<file path="config.mk">
export PLATFORM = sky130hd
export DESIGN_NAME = imem_loader_flat
export DESIGN_NICKNAME = d
export VERILOG_FILES = /design/src/rtl/imem_loader_if.sv /design/src/rtl/imem_loader.sv /design/src/flat_wrapper.sv
export SDC_FILE = /design/constraint.sdc
export NUM_CORES = 1
export LEC_CHECK = 0
export CAP_MARGIN = 10
export CORE_MARGIN = 4
export CORE_UTILIZATION = 35
export DETAILED_ROUTE_END_ITERATION = 6
export GPL_ROUTABILITY_DRIVEN = 0
export SYNTH_ARGS = -nofsm -noshare
export SYNTH_HDL_FRONTEND = slang
export SYNTH_SLANG_ARGS = --single-unit
export TNS_END_PERCENT = 10
</file>
<file path="constraint.sdc">
create_clock -name clk -period 3 [get_ports clk]
set_input_delay 0.6 -clock clk [delete_from_list [all_inputs] [get_ports clk]]
set_output_delay 0.6 -clock clk [all_outputs]
set_load 0.02 [all_outputs]
</file>
<file path="src/rtl/imem_loader_if.sv">
// Byte-stream receive channel and instruction-memory write port of the loader.
// slave  : the loader side (consumes rx bytes, drives memory writes).
// master : the environment side (supplies rx bytes, observes memory writes).
interface imem_loader_if;
    logic [7:0]  rx_data;
    logic        rx_valid;
    logic        rx_ready;
    logic        imem_we;
    logic [31:0] imem_waddr;
    logic [31:0] imem_wdata;

    modport master (
        output rx_data, rx_valid,
        input  rx_ready, imem_we, imem_waddr, imem_wdata
    );

    modport slave (
        input  rx_data, rx_valid,
        output rx_ready, imem_we, imem_waddr, imem_wdata
    );
endinterface

</file>
<file path="src/rtl/imem_loader.sv">
// Loads a length-prefixed little-endian byte stream into instruction memory.
// Latency: one write strobe in the cycle after the 4th byte of each word is accepted.
// Backpressure: rx_ready is high only while loading; rx_valid=0 simply stalls.
// Ports: clk, reset_n (sync, active low), start; bus (rx byte channel + imem
// write port); cpu_hold, busy, done, error status.
module imem_loader #(
    parameter int MEM_DEPTH = 32
) (
    input  logic         clk,
    input  logic         reset_n,
    input  logic         start,
    imem_loader_if.slave bus,
    output logic         cpu_hold,
    output logic         busy,
    output logic         done,
    output logic         error
);

    typedef enum logic [2:0] {IDLE, LEN, DATA, DONE, ERR} state_t;

    localparam logic [15:0] DEPTH_W = 16'(MEM_DEPTH);

    state_t      state_q, state_d;
    logic        rx_ready_q;
    logic        we_q;
    logic [31:0] waddr_q;
    logic [31:0] wdata_q;
    logic        len_hi_q;     // low length byte already captured
    logic [7:0]  len_lo_q;
    logic [15:0] nwords_q;
    logic [1:0]  lane_q;
    logic [15:0] word_idx_q;
    logic [23:0] shift_q;      // bytes 0..2 of the word in progress, newest on top

    logic        accept;
    logic [15:0] len_word;
    logic        last_byte;
    logic        last_word;

    assign accept    = bus.rx_valid & rx_ready_q;
    assign len_word  = {bus.rx_data, len_lo_q};
    assign last_byte = (lane_q == 2'd3);
    assign last_word = (word_idx_q == nwords_q - 16'd1);

    assign bus.rx_ready   = rx_ready_q;
    assign bus.imem_we    = we_q;
    assign bus.imem_waddr = waddr_q;
    assign bus.imem_wdata = wdata_q;

    always_ff @(posedge clk) begin
        if (!reset_n) state_q <= IDLE;
        else          state_q <= state_d;
    end

    always_comb begin
        state_d  = state_q;
        busy     = 1'b0;
        done     = 1'b0;
        error    = 1'b0;
        cpu_hold = 1'b1;
        unique case (state_q)
            IDLE: begin
                if (start) state_d = LEN;
            end
            LEN: begin
                busy = 1'b1;
                if (accept && len_hi_q) begin
                    if (len_word == 16'd0)       state_d = DONE;
                    else if (len_word > DEPTH_W) state_d = ERR;
                    else                         state_d = DATA;
                end
            end
            DATA: begin
                busy = 1'b1;
                // Leave in the same edge that launches the final write strobe.
                if (accept && last_byte && last_word) state_d = DONE;
            end
            DONE: begin
                done     = 1'b1;
                cpu_hold = 1'b0;
                if (start) state_d = LEN;
            end
            ERR: begin
                error = 1'b1;
                if (start) state_d = LEN;
            end
            default: state_d = IDLE;
        endcase
    end

    always_ff @(posedge clk) begin
        if (!reset_n) begin
            rx_ready_q <= 1'b0;
            we_q       <= 1'b0;
            waddr_q    <= '0;
            wdata_q    <= '0;
            len_hi_q   <= 1'b0;
            len_lo_q   <= '0;
            nwords_q   <= '0;
            lane_q     <= '0;
            word_idx_q <= '0;
            shift_q    <= '0;
        end else begin
            we_q       <= 1'b0;
            // Registered from the next state so it lines up with the state it describes.
            rx_ready_q <= (state_d == LEN) || (state_d == DATA);

            // Every (re)start begins a fresh transfer from word 0.
            if (state_d == LEN && state_q != LEN) begin
                len_hi_q   <= 1'b0;
                lane_q     <= '0;
                word_idx_q <= '0;
            end

            if (state_q == LEN && accept) begin
                if (!len_hi_q) begin
                    len_lo_q <= bus.rx_data;
                    len_hi_q <= 1'b1;
                end else begin
                    nwords_q <= len_word;
                end
            end

            if (state_q == DATA && accept) begin
                lane_q <= lane_q + 2'd1;
                if (last_byte) begin
                    we_q    <= 1'b1;
                    waddr_q <= {14'd0, word_idx_q, 2'b00};
                    wdata_q <= {bus.rx_data, shift_q};
                    if (!last_word) word_idx_q <= word_idx_q + 16'd1;
                end else begin
                    shift_q <= {bus.rx_data, shift_q[23:8]};
                end
            end
        end
    end

endmodule

</file>
<file path="src/flat_wrapper.sv">
// flat-port wrapper written by rule: the top's interface ports become plain ports
module imem_loader_flat 
#(
    parameter int MEM_DEPTH = 32
)
  (clk, reset_n, start, cpu_hold, busy, done, error, bus_rx_data, bus_rx_valid, bus_rx_ready, bus_imem_we, bus_imem_waddr, bus_imem_wdata);
  imem_loader_if bus_i ();
  input  logic clk;
  input  logic reset_n;
  input  logic start;
  output logic cpu_hold;
  output logic busy;
  output logic done;
  output logic error;
  input wire logic [$bits(bus_i.rx_data)-1:0] bus_rx_data;
  input wire logic [$bits(bus_i.rx_valid)-1:0] bus_rx_valid;
  output wire logic [$bits(bus_i.rx_ready)-1:0] bus_rx_ready;
  output wire logic [$bits(bus_i.imem_we)-1:0] bus_imem_we;
  output wire logic [$bits(bus_i.imem_waddr)-1:0] bus_imem_waddr;
  output wire logic [$bits(bus_i.imem_wdata)-1:0] bus_imem_wdata;
  assign bus_i.rx_data = bus_rx_data;
  assign bus_i.rx_valid = bus_rx_valid;
  assign bus_rx_ready = bus_i.rx_ready;
  assign bus_imem_we = bus_i.imem_we;
  assign bus_imem_waddr = bus_i.imem_waddr;
  assign bus_imem_wdata = bus_i.imem_wdata;
  imem_loader #(.MEM_DEPTH(MEM_DEPTH)) u_core (.clk(clk), .reset_n(reset_n), .start(start), .bus(bus_i), .cpu_hold(cpu_hold), .busy(busy), .done(done), .error(error));
endmodule
</file>
==> summary.md <==
| Metric | Value |
|---|---|
| Synth top area share | 0.4430 |
| Min Tclk post-route | about 2.7 ns |
| CP max-delay cell | nor4_2 |
| HPWL Detailed | 9946 microns |
| DR iter-0 viols | about 240 |
| H-tree depth | 4 |
| Psw | a little under 800 uW |
| Mux contribution to synthesized area | 0.01869 |
| Kind of critical path | flip-flop to flip-flop |
| DP Area | about 6300 sq um |
| Total power | 3587 uW |
| Core area | 15200 sq um |
| Post-synthesis cell type count | 57 |
| Share of cells above drive strength 1 | 0.09702 |
| Met3 Use GR | 0.04068 |
| Critical Path Stages | 10 |
| Max clock buf depth | 2 |
| Compound-Gate Fraction of Synth Area | 0.1675 |
| Fin cells | slightly below 1000 |
| Post-synthesis sequential area ratio | 0.4430 |
| Least-Margin Pin Slew | ~0.58 ns |
| Die height | approximately 130 microns |
| Synth top area cells | dfxtp_1 (44%), nand2_1 (14%), a21oi_1 (9.1%) |
| Post-Syn Area | 5423 sq um |
| I/O Pins | 82 |
| Main combinational cell family by area after synthesis | simple AND/OR/NAND/NOR gates |
| 1st-pass router iterations | 5 |
| Share of flip-flops with an asynchronous set or reset | 0 |
| Vias in the first global route | 4873 |
| IO Port Bufs | 65 |
| Max rail drop VDD | a little under 0.4 mV |
| Layout Nets | slightly below 800 |
| Hold path depth | 2 |
| Commonest cells post-synth | nand2_1 (205), dfxtp_1 (120), a21oi_1 (99), clkbuf_1 (40), nor2_1 (27) |
| Cells along the critical path | inv_1 > ha_1 > nor3b_2 > nor4b_1 > nor3_1 > nor4_2 > o2111ai_4 > buf_4 > o211ai_1 > o21ai_1 |
| Status | finished, final reports clean |
| Cts bufs inserted | 17 |
| Max stage delay on crit path | between 0.4 and 0.5 ns |
| Routed len/inst | ~15 microns |
| Met2 Use GR | 0.2842 |
| Max Cap Violations | 0 |
| Area growth syn-to-layout | 26.33% |
| Finished Cell Area | ~6900 sq um |
| Initial Utilization | 0.3567 |
| Via count of the routed design | just under 5000 |
| RSZ-0062 raised after global routing | no |
| Gate power share | 0.036 |
| Fin Clk Skew | 0.01219 ns |
| Final WL | roughly 14000 microns |
| Critical path required time | about 3.3 ns |
| Vias per Instance | between 5 and 6 |
| Xor/xnor cell area share of the yosys netlist | 0.03323 |
| Post-synth EDFFs | 0 |
| Place WS | -0.02421 ns |
| YS warnings | 0 |
| Post-route ant nets | 0 |
| Initial antenna violation count | 0 |
| First-pass GRT wire length | approximately 24000 microns |
| CTS tree | yes |
| Worst r2r path cells | 10 |
| Gate Count Post-Synth | 696 |
| Dominant cell type by area after synthesis | dfxtp_1 |
| CTS sink cnt | 120 |
| CTS root buf | clkbuf_16 |
| HP Class | flip-flop to flip-flop |
| GR Util met1 | 0.2010 |
| Residual DRC | 0 |
| Int Power | approximately 2800 uW |
| Clock Latency Late Sink | ~0.42 ns |
| Critical Path Source Type | flip-flop |
| Primary FF master, synth | dfxtp_1 |
| Max Clock Freq | around 370 MHz |
| Final setup viols | 0 |
| Static leakage power | around 0.0023 uW |
| Critical path buffer and inverter count | 2 |
| Final Max Slew Viols | 0 |
| Pin count of the biggest net entering global routing | 53 |
| Reg power frac | 0.448 |
| Crit path max-delay family | simple AND/OR/NAND/NOR gates |
| Period utilization | 0.8961 |
| Gr usage total | 0.1644 |
| Seq cells post-synth | between 100 and 150 |
| Most Used Layer, Global Route | met2 |
| Overflow after GRT | 0 |
| Post-synthesis simple-gate area fraction | 0.2686 |
| Worst Path Arrival | between 2 and 3 ns |
| Placed cell count | between 900 and 1000 |
| Final hold violations | 0 |
| Clk slew on worst S/H paths | ~0.05 ns |
| Avg Cell Area, Syn | ~8 sq um |
| Worst Path Max Fanout | 9 |
| Diode count | 0 |
| FP Rows | 45 |
| CP endpoint kind | flip-flop |
| Max-slew headroom | 0.6161 |
| Post-Synth Adder-Cell Area | 0.006922 |
| Most frequent cell after synthesis | nand2_1 |
| Die Wd | between 100 and 150 microns |
| Switching share of power | 0.2176 |
| Clock share of power | 0.516 |
| Power Dens Cells | approximately 520 nW/um^2 |
| Worst setup margin | a little over 0.3 ns |
| Die ar. | ~18000 sq um |
==> worst register-to-register path, stage by stage (launching register included) <==
cell	delay (ns)
dfxtp_1	0.37
inv_1	0.08
ha_1	0.16
nor3b_2	0.33
nor4b_1	0.29
nor3_1	0.13
nor4_2	0.46
o2111ai_4	0.30
buf_4	0.26
o211ai_1	0.09
o21ai_1	0.09
==> what timing repair did <==
action                                  CTS  global route
endpoints found under the setup margin    0             8
hold buffers                              0             0
resized for setup                         0             1
setup buffers                             0             3
==> flip-flops by register name (all words and copies together) (netlist names) <==
register,cells
u_core.nwords_q,16
u_core.shift_q,24
u_core.word_idx_q,16
u_core.len_lo_q,8
u_core.state_q,3
u_core.bus.imem_waddr,16
u_core.bus.rx_ready,1
u_core.bus.imem_wdata,32
u_core.bus.imem_we,1
u_core.len_hi_q,1
u_core.lane_q,2
==> area by class of cell <==
class	instances	area, sq um
clock inverters	10	78.83
well taps	188	235.2
fillers	1506	8352
flip-flops and latches	120	2402
clock buffers	21	460.4
inverters	7	27.53
repair buffers	94	880.8
multi-input cells	521	2765
==> cells by family (layout without fill, tap and decap cells) <==
group / count (synthesis) / after routing
simple gates: 319 / 319
compound gates: 154 / 154
flops: 120 / 120
buf+inv: 70 / 132
xor+xnor: 19 / 19
mux: 10 / 10
fa+ha+maj: 3 / 3
other cells: 1 / 16
==> path summary, 6_finish.rpt <==
kind,startpoint,end,slack [ns]
worst max-delay path,u_core.nwords_q[1]$_SDFFE_PN0P_,u_core.word_idx_q[3]$_SDFF_PN0_,0.31
worst min-delay path,u_core.bus.imem_waddr[6]$_SDFFE_PN0P_,u_core.bus.imem_waddr[6]$_SDFFE_PN0P_,0.45
worst max register to register,u_core.nwords_q[1]$_SDFFE_PN0P_,u_core.word_idx_q[3]$_SDFF_PN0_,0.31
worst min register to register,u_core.bus.imem_waddr[6]$_SDFFE_PN0P_,u_core.bus.imem_waddr[6]$_SDFFE_PN0P_,0.45
==> per-layer routing <==
layer,routed length (microns),vias to the layer above
li1,-,2478
met4,90,0
met1,6585,2340
met2,7168,89
met3,465,7
met5,0,-
==> stage by stage <==
step	TNS, ns	utilization	hold slack (ns)
after floorplan	0	-	0.4321
after global placement	0	0.4129	0.4453
after detailed placement	-0.07986	0.4129	0.4476
after CTS	0	0.4484	0.4556
after global routing	0	0.4506	0.4724
final	0	0.4506	0.4536
==> power by group through the flow <==
stage / Combinational, uW / Clock (uW) / Sequential, uW
2_1_floorplan: 84.1 / 0 / 1640
3_3_place_gp: 129 / 0 / 1640
3_5_place_dp: 131 / 0 / 1640
4_1_cts: 131 / 1890 / 1600
5_1_grt: 141 / 1970 / 1600
6_report: 131 / 1850 / 1610
==> placed cells by master, fill, tap and decap left out, types with 4 or more instances in the layout <==
cell type	Yosys	final
clkinv_2	0	9
dfxtp_1	120	120
nand2_1	205	204
a21oi_1	99	99
nand2b_1	10	10
inv_1	6	6
conb_1	1	16
clkbuf_16	0	17
nor4b_1	5	5
nor2_1	27	27
nand3_1	11	11
buf_4	17	28
nor4_1	5	4
o211ai_1	12	12
xnor2_1	15	15
nand4_1	6	6
o21ai_1	4	4
nor3_1	13	13
clkdlybuf4s50_1	0	65
mux2i_1	9	9
and2_1	6	6
nor2b_1	7	7
or4_1	4	4
a31oi_1	4	4
o21ai_0	10	10
and3_1	6	5
(Power assumes the default switching activity.)
